==> config.mk <==
export PLATFORM = sky130hd
export DESIGN_NAME = s27_scan_array
export DESIGN_NICKNAME = d
export VERILOG_FILES = /design/src/rtl/s27_pkg.sv /design/src/rtl/s27_core.sv /design/src/rtl/s27_scan_array.sv
export SDC_FILE = /design/constraint.sdc
export NUM_CORES = 1
export LEC_CHECK = 0
export BUFFER_PORTS_ARGS = -buffer_cell sky130_fd_sc_hd__buf_4
export CAP_MARGIN = 30
export CORE_AREA = 2 2 39 41
export DETAILED_ROUTE_END_ITERATION = 8
export DIE_AREA = 0 0 41 43
export GPL_TIMING_DRIVEN = 0
export HOLD_SLACK_MARGIN = 0.06
export PLACE_DENSITY = 0.71
export SETUP_SLACK_MARGIN = 0.3
export SLEW_MARGIN = 20
export SYNTH_ARGS = -nofsm -noshare
export SYNTH_HDL_FRONTEND = slang
export SYNTH_HIERARCHICAL = 1
export SYNTH_SLANG_ARGS = --single-unit
==> constraint.sdc <==
create_clock -name CK -period 2.1 [get_ports CK]
set_clock_uncertainty 0.05 [all_clocks]
set_input_delay 0.21 -clock CK [delete_from_list [all_inputs] [get_ports CK]]
set_output_delay 0.21 -clock CK [all_outputs]
set_load 0.1 [all_outputs]
==> src/rtl/s27_pkg.sv <==
// Shared types and s27 next-state/output functions.
// Used by the channel core, the array top and the bench model.
package s27_pkg;

    localparam int S27_STATE_BITS = 3;
    localparam logic [15:0] S27_MISR_POLY = 16'h100B;

    typedef struct packed {
        logic g5;
        logic g6;
        logic g7;
    } s27_state_t;

    function automatic logic s27_g17(
        input s27_state_t s,
        input logic g0,
        input logic g1,
        input logic g3
    );
        logic n5;
        logic n6;
        n5 = (g0 | ~s.g6) & (g1 | s.g7);
        n6 = ~((s.g6 & ~g0) | g3);
        return n6 | n5 | s.g5;
    endfunction

    function automatic s27_state_t s27_next(
        input s27_state_t s,
        input logic g0,
        input logic g1,
        input logic g2,
        input logic g17
    );
        s27_state_t n;
        n.g5 = g17 & g0;
        n.g6 = ~g17;
        n.g7 = ~g2 & (g1 | s.g7);
        return n;
    endfunction

endpackage

==> src/rtl/s27_core.sv <==
// One s27 channel: three state flops with reset/scan/capture/hold priority.
// Scan path runs scan_in -> g5 -> g6 -> g7 -> scan_out.
module s27_core
    import s27_pkg::*;
(
    input  logic clk,
    input  logic rst,
    input  logic g0,
    input  logic g1,
    input  logic g2,
    input  logic g3,
    input  logic cap_en,
    input  logic se,
    input  logic scan_in,
    output logic scan_out,
    output logic g17
);

    s27_state_t st;

    assign g17      = s27_g17(st, g0, g1, g3);
    assign scan_out = st.g7;

    always_ff @(posedge clk) begin
        if (rst) begin
            st <= '0;
        end else if (se) begin
            st <= '{g5: scan_in, g6: st.g5, g7: st.g6};
        end else if (cap_en) begin
            st <= s27_next(st, g0, g1, g2, g17);
        end
    end

endmodule

==> src/rtl/s27_scan_array.sv <==
// N s27 channels on one full-scan chain, with optional MISR over G17.
// Define S27_MISR_EN to build the signature register; otherwise MISR_SIG is 0.
module s27_scan_array
    import s27_pkg::*;
#(
    parameter int                N         = 2,
    parameter int                MISR_W    = 16,
    parameter logic [MISR_W-1:0] MISR_POLY = MISR_W'(S27_MISR_POLY)
) (
    input  logic              CK,
    input  logic              RST,
    input  logic [N-1:0]      G0,
    input  logic [N-1:0]      G1,
    input  logic [N-1:0]      G2,
    input  logic [N-1:0]      G3,
    input  logic              CAP_EN,
    input  logic              SE,
    input  logic              SI,
    output logic              SO,
    output logic [N-1:0]      G17,
    input  logic              MISR_CLR,
    output logic [MISR_W-1:0] MISR_SIG
);

    logic [N:0] chain;

    assign chain[0] = SI;
    assign SO       = chain[N];

    for (genvar c = 0; c < N; c++) begin : g_ch
        s27_core u_core (
            .clk      (CK),
            .rst      (RST),
            .g0       (G0[c]),
            .g1       (G1[c]),
            .g2       (G2[c]),
            .g3       (G3[c]),
            .cap_en   (CAP_EN),
            .se       (SE),
            .scan_in  (chain[c]),
            .scan_out (chain[c+1]),
            .g17      (G17[c])
        );
    end

`ifdef S27_MISR_EN
    logic [MISR_W-1:0] fold;
    logic [MISR_W-1:0] sig;

    always_comb begin
        fold = '0;
        for (int c = 0; c < N; c++) begin
            fold[c % MISR_W] = fold[c % MISR_W] ^ G17[c];
        end
    end

    // Clear wins over update; scan edges leave the signature alone.
    always_ff @(posedge CK) begin
        if (RST || MISR_CLR) begin
            sig <= '0;
        end else if (CAP_EN && !SE) begin
            sig <= {sig[MISR_W-2:0], 1'b0}
                 ^ (sig[MISR_W-1] ? MISR_POLY : '0)
                 ^ fold;
        end
    end

    assign MISR_SIG = sig;
`else
    logic unused_misr_clr;

    assign unused_misr_clr = MISR_CLR;
    assign MISR_SIG        = '0;
`endif

endmodule

Word level (Yosys, flattened, before mapping) --
Cells that the tools add are included. Widths: inputs -> output; s select.
Storage, ports and cells: bits in registers 6, output and inout bits 19, word-level logic and storage cells 39
Operators by class: reductions and logical operators 1, muxes and demuxes 4, bitwise gates (word level) 28
Operators with widths (number):
- $mux 3 | 4
- $not 1->1 | 10
- $or 1x1->1 | 10
- $and 1x1->1 | 8
- $reduce_bool 2->1 | 1

Logic depth before layout (Yosys ltp) --
Gate-level depths: netlist (run 1).
depth in word-level cells 9, depth in mapped cells 3, gate-level depth less buffers 3

Hierarchy --
Netlist (run 1), hierarchy kept.
Modules (own cells, without submodules):
- s27_core | times used 2, area each 178.9 um^2, cells each 22, seq. area each 60.1 um^2
- s27_scan_array | times used 1, area each 123.9 um^2, cells each 17, seq. area each 0.0 um^2

Worst setup path after synthesis (run 1) --
OpenSTA, ideal clock, no wires.
path kind flip-flop to output port, from reg g_ch[1].u_core.st, in the netlist g_ch[1].u_core/scan_out, to out G17[1], cell stages (with the launch flop) 4, data required time 1.840 ns, arrival time 1.676 ns, setup slack 0.164 ns, path through dfxtp_1 -> nor2_1 -> a21oi_1 -> or2_2
On the way: longest elaborated chain between the ends 4
RTL lines:
- from (decl) | RTL line s27_core.sv:19 | s27_state_t st;
- from (signal assigned) | RTL line s27_core.sv:28 | st <= '{g5: scan_in, g6: st.g5, g7: st.g6};
- from (signal assigned) | RTL line s27_core.sv:30 | st <= s27_next(st, g0, g1, g2, g17);
- $or 1x1->1 | RTL line s27_pkg.sv:22 | n5 = (g0 | ~s.g6) & (g1 | s.g7);
- $and 1x1->1 | RTL line s27_pkg.sv:22
- $or 1x1->1 (2 in a row) | RTL line s27_pkg.sv:24 | return n6 | n5 | s.g5;
- to (decl) | RTL line s27_scan_array.sv:20 | output logic [N-1:0] G17,
No other way between the ends.

Worst setup path in the final report (run 1) --
from reg g_ch[0].u_core/st[1] (netlist name), to out G17[0]
On the way: longest elaborated chain between the ends 5, elaborated cells on any way between the ends 8, classes of those cells 8 x bitwise
RTL lines (RTL line):
- from (decl) | s27_core.sv:19
- from (signal assigned) | s27_core.sv:28
- from (signal assigned) | s27_core.sv:30
- $and 1x1->1 or $not 1->1 (tied branches) | s27_pkg.sv:23, s27_pkg.sv:22
- $or 1x1->1, on equally long branches | s27_pkg.sv:23, s27_pkg.sv:22
- $not 1->1 or $and 1x1->1 (tied branches) | s27_pkg.sv:23, s27_pkg.sv:22
- $or 1x1->1 (*) (2 in a row) | s27_pkg.sv:24
Every way passes the cells marked *; elsewhere a longest branch is shown, timed or not.

==> flow_metrics.env, run 1 <==
export IMPL_dieArea_mm2=0.00176
export IMPL_drc=0
export IMPL_synth_seq_area_share_pct=24.9
export IMPL_finalMaxSlewViolations=0
export IMPL_post_cts_setup_buffers=0
export IMPL_die_h_um=43
export IMPL_netlist_instances=61
export IMPL_finalSetupTns_ps=0
export IMPL_hold_class="input port to flip-flop"
export IMPL_numCtsBuffers=3
export IMPL_power_switching_mw=0.232
export IMPL_vdd_ir_drop_worst_mv=0.392
export IMPL_power_mw=0.477
export IMPL_critPathLaunchType="flip-flop"
export IMPL_power_switching_share_pct=48.6
export IMPL_leakagePower_nw=0.345
export IMPL_clk_pin_slew_worst_paths_ps=40
export IMPL_yosysWarnings=6
export IMPL_clock_path_buffers=2
export IMPL_rsz0062_at_grt="false"
export IMPL_synth_top_cell_by_area="dfxtp_1"
export IMPL_ios=33
export IMPL_layout_nets=110
export IMPL_yosys_cell_types_count=15
export IMPL_cts_sinks=6
export IMPL_worst_endpoint_required_ps=1840
export IMPL_criticalPathCategory="flip-flop to output port"
export IMPL_hold_buffers=0
export IMPL_setup_violations=0
export IMPL_drt_wl_total_um=915
export IMPL_synth_seq_cells=6
export IMPL_core_area_mm2=0.00138
export IMPL_via_per_inst=4.18
export IMPL_hpwl_um=791
export IMPL_die_w_um=41
export IMPL_async_reset_ff_share_pct=0
export IMPL_hp_start="RST"
export IMPL_crit_slowest_cell="dfxtp_1"
export IMPL_start_util_pct=34.8
export IMPL_syn_to_final_growth_pct=44.2
export IMPL_grt_pass1_wl_um=1440
export IMPL_diodes=0
export IMPL_worst_r2r_startpoint="g_ch[1].u_core/st[2]$_SDFFE_PP0P_"
export IMPL_vias=460
export IMPL_synth_top_area_share_pct=24.9
export IMPL_cp_slowest_stage_delay_ps=340
export IMPL_cp_cell_sequence="nor2b_1 -> a21oi_1 -> or2_2 -> buf_4"
export IMPL_status="finished, final reports clean"
export IMPL_hold_slack_ps=111
export IMPL_worstPathMaxFanout=3
export IMPL_cts_tree="built"
export IMPL_synth_area_leaders="dfxtp_1 (25%), buf_4 (25%), a21oi_1 (6.2%), nor4b_2 (6.2%), nor2b_1 (5.2%)"
export IMPL_startpoint="g_ch[0].u_core/st[1]$_SDFFE_PP0P_"
export IMPL_insertion_delay_ps=240
export IMPL_hold_viol=0
export IMPL_drive_above_1_share_pct=43.6
export IMPL_h_tree_depth=1
export IMPL_grt_max_degree=15
export IMPL_period_share_pct=72.7
export IMPL_gp_congestion=0.713
export IMPL_synth_area_um2=482
export IMPL_grt_overflow_total=0
export IMPL_wire_per_inst_um=8.32
export IMPL_antenna_found_initial=0
export IMPL_cap_violations=0
export IMPL_max_freq_mhz=655
export IMPL_power_frac_seq_pct=26.8
export IMPL_critPathCaptureType="output port"
export IMPL_power_density_mw_per_mm2=688
export IMPL_final_area_um2=694
export IMPL_postRouteAntennaNets=0
export IMPL_min_period_ps=1530
export IMPL_cts_root_buf="clkbuf_4"
export IMPL_p_int_mw=0.246
export IMPL_gr_usage_all_layers_pct=12.0
export IMPL_post_cts_resized=0
export IMPL_io_buffers=15
export IMPL_num_rows=14
export IMPL_drt_initial_drc_count=3
export IMPL_utilization_pct=50.2
export IMPL_fillers=134
export IMPL_p_comb_share_pct=51.5
export IMPL_synthFlopType="dfxtp_1"
export IMPL_dpl_cell_area_um2=672
export IMPL_synth_edff_count=0
export IMPL_p_clk_share_pct=21.6
export IMPL_drt_first_pass_iters=2
export IMPL_grt_pass1_vias=409
export IMPL_cp_arrival_ps=1270
export IMPL_avgSynthCellArea_um2=7.90
==> layout by cell type (no fill, tap or decap), types with 3 or more instances in the layout <==
| master | synthesis | final |
|---|---|---|
| a21oi_1 | 6 | 6 |
| buf_4 | 16 | 31 |
| clkbuf_4 | 0 | 3 |
| conb_1 | 1 | 16 |
| dfxtp_1 | 6 | 5 |
| nand2_1 | 6 | 6 |
| nor2b_1 | 4 | 4 |
| nor3_1 | 4 | 4 |
| o21ai_0 | 4 | 4 |
==> power by group through the flow <==
stage,combinational (mW),clock (mW),sequential (mW)
floorplan,0.201,0,0.136
global route,0.258,0.114,0.129
CTS,0.245,0.109,0.128
detailed placement,0.245,0,0.130
finish,0.246,0.103,0.128
global placement,0.243,0,0.130
==> layout make-up <==
cell class	instances	area, um^2	area share (%)
flip-flops and latches	6	121	17.5
well taps	16	20.0	2.88
repair buffers	15	113	16.2
multi-input cells	54	298	42.9
plain buffers	16	120	17.3
clock buffers	3	22.5	3.24
==> final timing paths <==
kind	depth (start not counted)	end	slack, ps
hold / removal	2	g_ch[1].u_core/scan_out$_SDFFE_PP0P_	110
setup reg to reg	3	g_ch[1].u_core/st[2]$_SDFFE_PP0P_	970
setup / recovery	4	G17[0]	570
hold reg to reg	2	g_ch[1].u_core/scan_out$_SDFFE_PP0P_	410
==> metrics by stage <==
step           std cells  worst slack [ps]
6_report             110               574
5_1_grt              110               502
4_1_cts              110               559
3_5_place_dp         107               829
3_3_place_gp         107               841
2_1_floorplan         76               501
==> worst max-delay path, delay by kind of cell (launching register included) <==
family	cells	cell delay (ps)
AND/OR/NAND/NOR	2	410
flip-flops	1	340
buffers and inverters	1	230
AO/OA/AOI/OAI	1	40
==> cell usage after synthesis, types with 2 or more instances <==
| master | number |
|---|---|
| buf_4 | 16 |
| or2_2 | 2 |
| or2b_1 | 2 |
| o21ba_2 | 2 |
| o21ai_0 | 4 |
| nor2_1 | 2 |
| nor4b_2 | 2 |
| nor3_1 | 4 |
| a21oi_1 | 6 |
| dfxtp_1 | 6 |
| a221oi_1 | 2 |
| nand2_1 | 6 |
| a211o_1 | 2 |
| nor2b_1 | 4 |
==> registers in the layout, indices dropped and copies added (netlist names) <==
name and flops:
g_ch.u_core/st 4, g_ch.u_core/scan_out 2
==> kinds of logic after synthesis <==
| family | share of synthesized area (%) |
|---|---|
| AND/OR/NAND/NOR | 27.5 |
| buffers and inverters | 24.9 |
| AO/OA/AOI/OAI | 21.8 |
| flip-flops | 24.9 |
| other | 0.778 |
==> routing by layer <==
| layer | track usage, % | vias to the layer above | part of all wire (%) |
|---|---|---|---|
| met5 | 0 | - | 0 |
| li1 | - | 246 | - |
| met1 | 11.4 | 191 | 34 |
| met4 | 12.0 | 0 | 2.6 |
| met3 | 1.57 | 3 | 8.4 |
| met2 | 19.7 | 20 | 55 |
(Power assumes the default switching activity.)
==> run 2, diff against run 1 <==
--- a/config.mk
+++ b/config.mk
@@ -5,6 +5,7 @@
 export SDC_FILE = /design/constraint.sdc
 export NUM_CORES = 1
 export LEC_CHECK = 0
+export ABC_AREA = 1
 export BUFFER_PORTS_ARGS = -buffer_cell sky130_fd_sc_hd__buf_4
 export CAP_MARGIN = 30
 export CORE_AREA = 2 2 39 41
@@ -12,7 +13,7 @@
 export DIE_AREA = 0 0 41 43
 export GPL_TIMING_DRIVEN = 0
 export HOLD_SLACK_MARGIN = 0.06
-export PLACE_DENSITY = 0.71
+export PLACE_DENSITY = 0.7
 export SETUP_SLACK_MARGIN = 0.3
 export SLEW_MARGIN = 20
 export SYNTH_ARGS = -nofsm -noshare
==> constraint.sdc (replaced) <==
create_clock -name CK -period 1.5 [get_ports CK]
set_clock_uncertainty 0.05 [all_clocks]
set_input_delay 0.15 -clock CK [delete_from_list [all_inputs] [get_ports CK]]
set_output_delay 0.15 -clock CK [all_outputs]
set_load 0.1 [all_outputs]
==> run 2 against run 1 <==
  * Clock power is 55% higher
  * Synthesized cell count is 9.8% higher
  * Cell area grew 9.0%
  * Via count grew 3.0%
  * Register-to-register slack got worse by 430 ps
  * Area after synthesis decreased by 4.7%
  * Critical path depth rose by 1
  * Largest power group unchanged
  * Clock-buffer cell count is 1 higher
  * Global-route usage is 0.67 points higher
  * Sequential power rose by 34%
==> flow_metrics.env, run 2 <==
export IMPL_gp_congestion=0.710
export IMPL_async_reset_ff_share_pct=0
export IMPL_vias=474
export IMPL_insertion_delay_ps=240
export IMPL_cts_root_buf="clkbuf_4"
export IMPL_hold_slack_ps=103
export IMPL_gr_usage_all_layers_pct=12.7
export IMPL_most_common_layout_cells="buf_4 (30), conb_1 (16), nand2_1 (12)"
export IMPL_critical_path_top_delay_family="flip-flops"
export IMPL_drt_wl_total_um=918
export IMPL_grt_max_degree=13
export IMPL_crit_buf_inv=1
export IMPL_hpwl_um=718
export IMPL_grt_pass1_vias=408
export IMPL_worstPathMaxFanout=2
export IMPL_status="finished, final reports clean"
export IMPL_die_h_um=43
export IMPL_synth_top_cell_by_area="dfxtp_1"
export IMPL_synth_top_area_share_pct=26.2
export IMPL_crit_slowest_cell="dfxtp_4"
export IMPL_yosysMostFrequentCell="buf_4"
export IMPL_num_rows=14
export IMPL_holdPathStages=4
export IMPL_ios=33
export IMPL_start_util_pct=33.2
export IMPL_clk_pin_slew_worst_paths_ps=50
export IMPL_drt_first_pass_iters=2
export IMPL_postRouteAntennaNets=0
export IMPL_fillers=141
export IMPL_synth_top_cells_by_count="buf_4 (16), nand2_1 (12), dfxtp_1 (6), inv_1 (6)"
export IMPL_fin_cells=120
export IMPL_synth_area_um2=459
export IMPL_utilization_pct=54.7
export IMPL_antenna_found_initial=0
export IMPL_place_inst=113
export IMPL_die_w_um=41
export IMPL_hold_class="input port to flip-flop"
export IMPL_grt_pass1_wl_um=1520
export IMPL_layout_nets=119
export IMPL_cts_tree="built"
export IMPL_worst_endpoint_required_ps=1300
export IMPL_diodes=0
export IMPL_multi_input_area_um2=277
export IMPL_synth_seq_area_share_pct=26.2
export IMPL_h_tree_depth=1
export IMPL_grt_overflow_total=0
export IMPL_max_freq_mhz=783
export IMPL_clock_path_buffers=2
export IMPL_finalMaxSlewViolations=0
export IMPL_power_density_mw_per_mm2=905
export IMPL_yosys_cell_types_count=13
export IMPL_vdd_ir_drop_worst_mv=0.492
export IMPL_dieArea_mm2=0.00176
export IMPL_period_share_pct=85.1
export IMPL_cp_slowest_stage_delay_ps=340
export IMPL_syn_to_final_growth_pct=64.9
export IMPL_yosysWarnings=6
export IMPL_core_area_mm2=0.00138
export IMPL_drc=0
export IMPL_synth_area_leaders="dfxtp_1 (26%), buf_4 (26%), nand2_1 (9.8%), a22oi_1 (6.5%), nand2_2 (5.4%)"
export IMPL_setup_violations=0
export IMPL_via_per_inst=3.95
export IMPL_numCtsBuffers=3
export IMPL_critPathLaunchType="flip-flop"
export IMPL_largest_register="g_ch.u_core/st"
export IMPL_criticalPathCategory="flip-flop to output port"
export IMPL_io_buffers=15
export IMPL_rsz0062_at_grt="true"
export IMPL_final_seq_area_um2=125
export IMPL_cp_cell_sequence="nor2_4 -> nand2_1 -> nand2_2 -> nand2_8 -> buf_12"
export IMPL_wire_per_inst_um=7.65
export IMPL_drt_initial_drc_count=1
export IMPL_layout_commonest_cell="buf_4"
export IMPL_leakagePower_nw=0.390
export IMPL_critPathCaptureType="output port"
export IMPL_reg2regPathDepth=6
export IMPL_cap_violations=0
export IMPL_synthFlopType="dfxtp_1"
export IMPL_cp_arrival_ps=1080
export IMPL_netlist_instances=67
export IMPL_largest_register_ffs=4
export IMPL_avgSynthCellArea_um2=6.85
export IMPL_final_area_um2=757
export IMPL_min_period_ps=1280
export IMPL_hold_viol=0
export IMPL_synth_seq_cells=6
export IMPL_cp_depth=5
export IMPL_synth_edff_count=0
export IMPL_dpl_cell_area_um2=671
export IMPL_cts_sinks=6
export IMPL_finalSetupTns_ps=0
export IMPL_drive_above_1_share_pct=44.2
## run 2: final cells by class
class                   count  share of cell area, %
repair buffers             18                   22.0
clock buffers               4                   3.47
flip-flops and latches      6                   16.5
multi-input cells          54                   36.5
plain buffers              16                   15.9
well taps                  16                   2.64
inverters                   6                   2.98
## run 2: path summary, 6_finish.rpt
kind,start,end,slack [ps]
hold / removal,G2[1],g_ch[1].u_core/scan_out$_SDFFE_PP0P_,100
setup / recovery,g_ch[1].u_core/scan_out$_SDFFE_PP0P_,G17[1],220
setup reg to reg,g_ch[1].u_core/scan_out$_SDFFE_PP0P_,g_ch[1].u_core/st[2]$_SDFFE_PP0P_,540
hold reg to reg,g_ch[1].u_core/st[1]$_SDFFE_PP0P_,g_ch[1].u_core/scan_out$_SDFFE_PP0P_,420
## run 2: what timing repair did
action,in CTS,in global routing
setup endpoints to repair,2,3
resized for setup,8,1
hold buffers,1,0
setup buffers,2,0
endpoints found under the hold margin,3,0
pin swaps,6,2
## run 2: logic make-up after synthesis
family,Yosys count,share of synthesized area (%)
AND/OR/NAND/NOR,28,28.3
buffers and inverters,22,31.1
AO/OA/AOI/OAI,10,13.6
flip-flops,6,26.2
other,1,0.817
## run 2: worst reg2reg max path, stage by stage (launching register included)
cell     delay [ps]
dfxtp_4         340
nor2_4           80
nand2_1          60
nand2_2         120
nand2_8          60
nand2_1          70
a21oi_1          60
## run 2: report_power, final
part           internal [mW]  switching (mW)  leakage [nW]
Clock                  0.101          0.0596        0.0150
Sequential             0.166         0.00577        0.0502
Combinational         0.0909           0.262         0.325
## run 2: per-layer routing
layer	vias up	wire length, um	GRT usage (%)
li1	257	-	-
met1	196	363	16.1
met2	21	452	18.1
met3	0	101	3.14
met4	0	0	8.00
met5	-	0	0
## run 2: metrics by stage
stage / worst slack, ps / power [mW]
6_report: 223 / 0.685
5_1_grt: 179 / 0.717
4_1_cts: 210 / 0.691
3_5_place_dp: 400 / 0.504
3_3_place_gp: 395 / 0.503
2_1_floorplan: 280 / 0.459
==> run 3, diff against run 2 <==
--- a/config.mk
+++ b/config.mk
@@ -5,7 +5,7 @@
 export SDC_FILE = /design/constraint.sdc
 export NUM_CORES = 1
 export LEC_CHECK = 0
-export ABC_AREA = 1
+export ABC_AREA = 0
 export BUFFER_PORTS_ARGS = -buffer_cell sky130_fd_sc_hd__buf_4
 export CAP_MARGIN = 30
 export CORE_AREA = 2 2 39 41
@@ -13,7 +13,8 @@
 export DIE_AREA = 0 0 41 43
 export GPL_TIMING_DRIVEN = 0
 export HOLD_SLACK_MARGIN = 0.06
-export PLACE_DENSITY = 0.7
+export PLACE_DENSITY = 0.71
+export REMOVE_ABC_BUFFERS = 1
 export SETUP_SLACK_MARGIN = 0.3
 export SLEW_MARGIN = 20
 export SYNTH_ARGS = -nofsm -noshare
==> run 3 against run 2 <==
  * Global-route usage shrank 0.79 points
  * First-iteration DRC count grew to 6.0 times the previous value
  * Cell area is 12% lower
  * Sequential power rose by 5%
  * Clock power decreased by 11%
  * Setup slack lost 60 ps
  * Hold slack improved by 36 ps
  * Fmax fell by 4.5%
  * Wire length increased by 3.3%
  * Cell count fell by 18%
==> flow_metrics.env, run 3 (same netlist as run 1, synthesis figures left out) <==
export IMPL_finalMaxSlewViolations=0
export IMPL_fin_cells=98
export IMPL_grtUsageMet3_pct=3.14
export IMPL_worstHoldEndpoint="g_ch[0].u_core/scan_out$_SDFFE_PP0P_"
export IMPL_numCtsBuffers=3
export IMPL_hpwl_um=705
export IMPL_power_density_mw_per_mm2=1000
export IMPL_vias=435
export IMPL_worstPathMaxFanout=3
export IMPL_drc=0
export IMPL_drt_initial_drc_count=6
export IMPL_drive_above_1_share_pct=41.5
export IMPL_critPathLaunchType="flip-flop"
export IMPL_num_rows=14
export IMPL_criticalPathCategory="flip-flop to output port"
export IMPL_critPathCaptureType="output port"
export IMPL_grt_max_degree=15
export IMPL_gp_congestion=0.690
export IMPL_leakagePower_nw=0.301
export IMPL_worstReg2RegEnd="g_ch[1].u_core/st[2]$_SDFFE_PP0P_"
export IMPL_cp_arrival_ps=1140
export IMPL_max_freq_mhz=748
export IMPL_crit_slowest_cell="dfxtp_2"
export IMPL_min_period_ps=1340
export IMPL_startpoint="g_ch[0].u_core/st[1]$_SDFFE_PP0P_"
export IMPL_grt_overflow_total=0
export IMPL_dieArea_mm2=0.00176
export IMPL_use_met2_pct=15.6
export IMPL_grt_busiest_layer="met2"
export IMPL_gr_usage_all_layers_pct=11.9
export IMPL_cts_tree="built"
export IMPL_layout_nets=98
export IMPL_wire_per_inst_um=9.67
export IMPL_drt_first_pass_iters=4
export IMPL_hold_slack_ps=139
export IMPL_die_w_um=41
export IMPL_grt_pass1_vias=336
export IMPL_core_area_mm2=0.00138
export IMPL_cp_cell_sequence="nor2b_4 -> a21oi_1 -> or2_4 -> buf_12"
export IMPL_worst_r2r_startpoint="g_ch[1].u_core/scan_out$_SDFFE_PP0P_"
export IMPL_clk_pin_slew_worst_paths_ps=40
export IMPL_cp_slowest_stage_delay_ps=330
export IMPL_io_buffers=15
export IMPL_largest_register="g_ch.u_core/st"
export IMPL_status="finished, final reports clean"
export IMPL_syn_to_final_growth_pct=38.4
export IMPL_fillers=131
export IMPL_most_common_layout_cells="conb_1 (16), buf_4 (16), a21oi_1 (6), nand2_1 (6)"
export IMPL_holdPathStages=3
export IMPL_hold_viol=0
export IMPL_period_share_pct=89.1
export IMPL_worst_endpoint_required_ps=1300
export IMPL_diodes=0
export IMPL_hold_class="input port to flip-flop"
export IMPL_cap_violations=0
export IMPL_insertion_delay_ps=240
export IMPL_setup_violations=0
export IMPL_r2r_slack_ps=280
export IMPL_hp_start="G2[0]"
export IMPL_start_util_pct=34.8
export IMPL_finalSetupTns_ps=0
export IMPL_via_per_inst=4.44
export IMPL_h_tree_depth=1
export IMPL_use_met1_pct=15.2
export IMPL_grt_pass1_wl_um=1390
export IMPL_postRouteAntennaNets=0
export IMPL_vdd_ir_drop_worst_mv=0.366
export IMPL_critical_path_top_delay_family="simple AND/OR/NAND/NOR gates"
export IMPL_antenna_found_initial=0
export IMPL_die_h_um=43
export IMPL_cts_sinks=6
export IMPL_drt_wl_total_um=948
export IMPL_crit_buf_inv=1
export IMPL_reg2regPathDepth=4
export IMPL_clock_path_buffers=2
export IMPL_ios=33
export IMPL_cts_root_buf="clkbuf_4"
export IMPL_place_inst=91
export IMPL_rsz0062_at_grt="true"
export IMPL_largest_register_ffs=4
## run 3: cell count changes in the layout (fill, tap and decap cells not counted), moves of 3 or more
cell	previous run	this run
nor2_1	4	1
a22oi_1	4	0
buf_4	30	16
dfxtp_2	1	4
inv_1	6	0
o21ai_0	0	4
nand2_1	12	6
## run 3: worst max path at each step
stage | end | slack (ps) | cells after the start
2_1_floorplan | G17[1] | -380 | 3
3_3_place_gp | G17[1] | 300 | 4
3_5_place_dp | G17[1] | 310 | 4
4_1_cts | G17[1] | 160 | 4
5_1_grt | G17[0] | 110 | 4
6_report | G17[0] | 160 | 4
## run 3: metrics by stage
step / setup slack [ps] / power (mW) / area [um^2] / util [%]
2_1_floorplan: -376 / 0.439 / 418 / -
3_3_place_gp: 298 / 0.490 / 551 / 39.8
3_5_place_dp: 307 / 0.492 / 551 / 39.8
4_1_cts: 155 / 0.670 / 633 / 45.8
5_1_grt: 111 / 0.705 / 667 / 48.2
6_report: 163 / 0.670 / 667 / 48.2
## run 3: final cells by class
cell class / instances / area [um^2] / area share, %
clock buffers: 3 / 22.5 / 3.38
multi-input cells: 54 / 329 / 49.3
flip-flops and latches: 6 / 125 / 18.8
well taps: 16 / 20.0 / 3.00
repair buffers: 19 / 170 / 25.5
## run 3: what timing repair did
| item | CTS | global route |
|---|---|---|
| endpoints found under the hold margin | 4 | 0 |
| buffers inserted | 2 | 1 |
| resized for setup | 12 | 4 |
| hold buffers | 1 | 0 |
| pin swaps | 0 | 1 |
| endpoints found under the setup margin | 2 | 6 |
## run 3: report_power, final
| group | internal, mW | total, mW | switching [mW] |
|---|---|---|---|
| combinational | 0.0826 | 0.348 | 0.265 |
| sequential | 0.171 | 0.180 | 0.00938 |
| clock | 0.0901 | 0.142 | 0.0518 |
| total | 0.344 | 0.670 | 0.326 |
## run 3: tightest hold or removal path: cells and delay by family
kind,cells,cell delay [ps]
AO/OA/AOI/OAI,2,170
buffers and inverters,1,80
## run 3: layer usage
metal	wire length, um	vias to the layer above
met2	477	17
met1	408	194
met4	0	0
li1	-	224
met3	62	0
met5	0	-
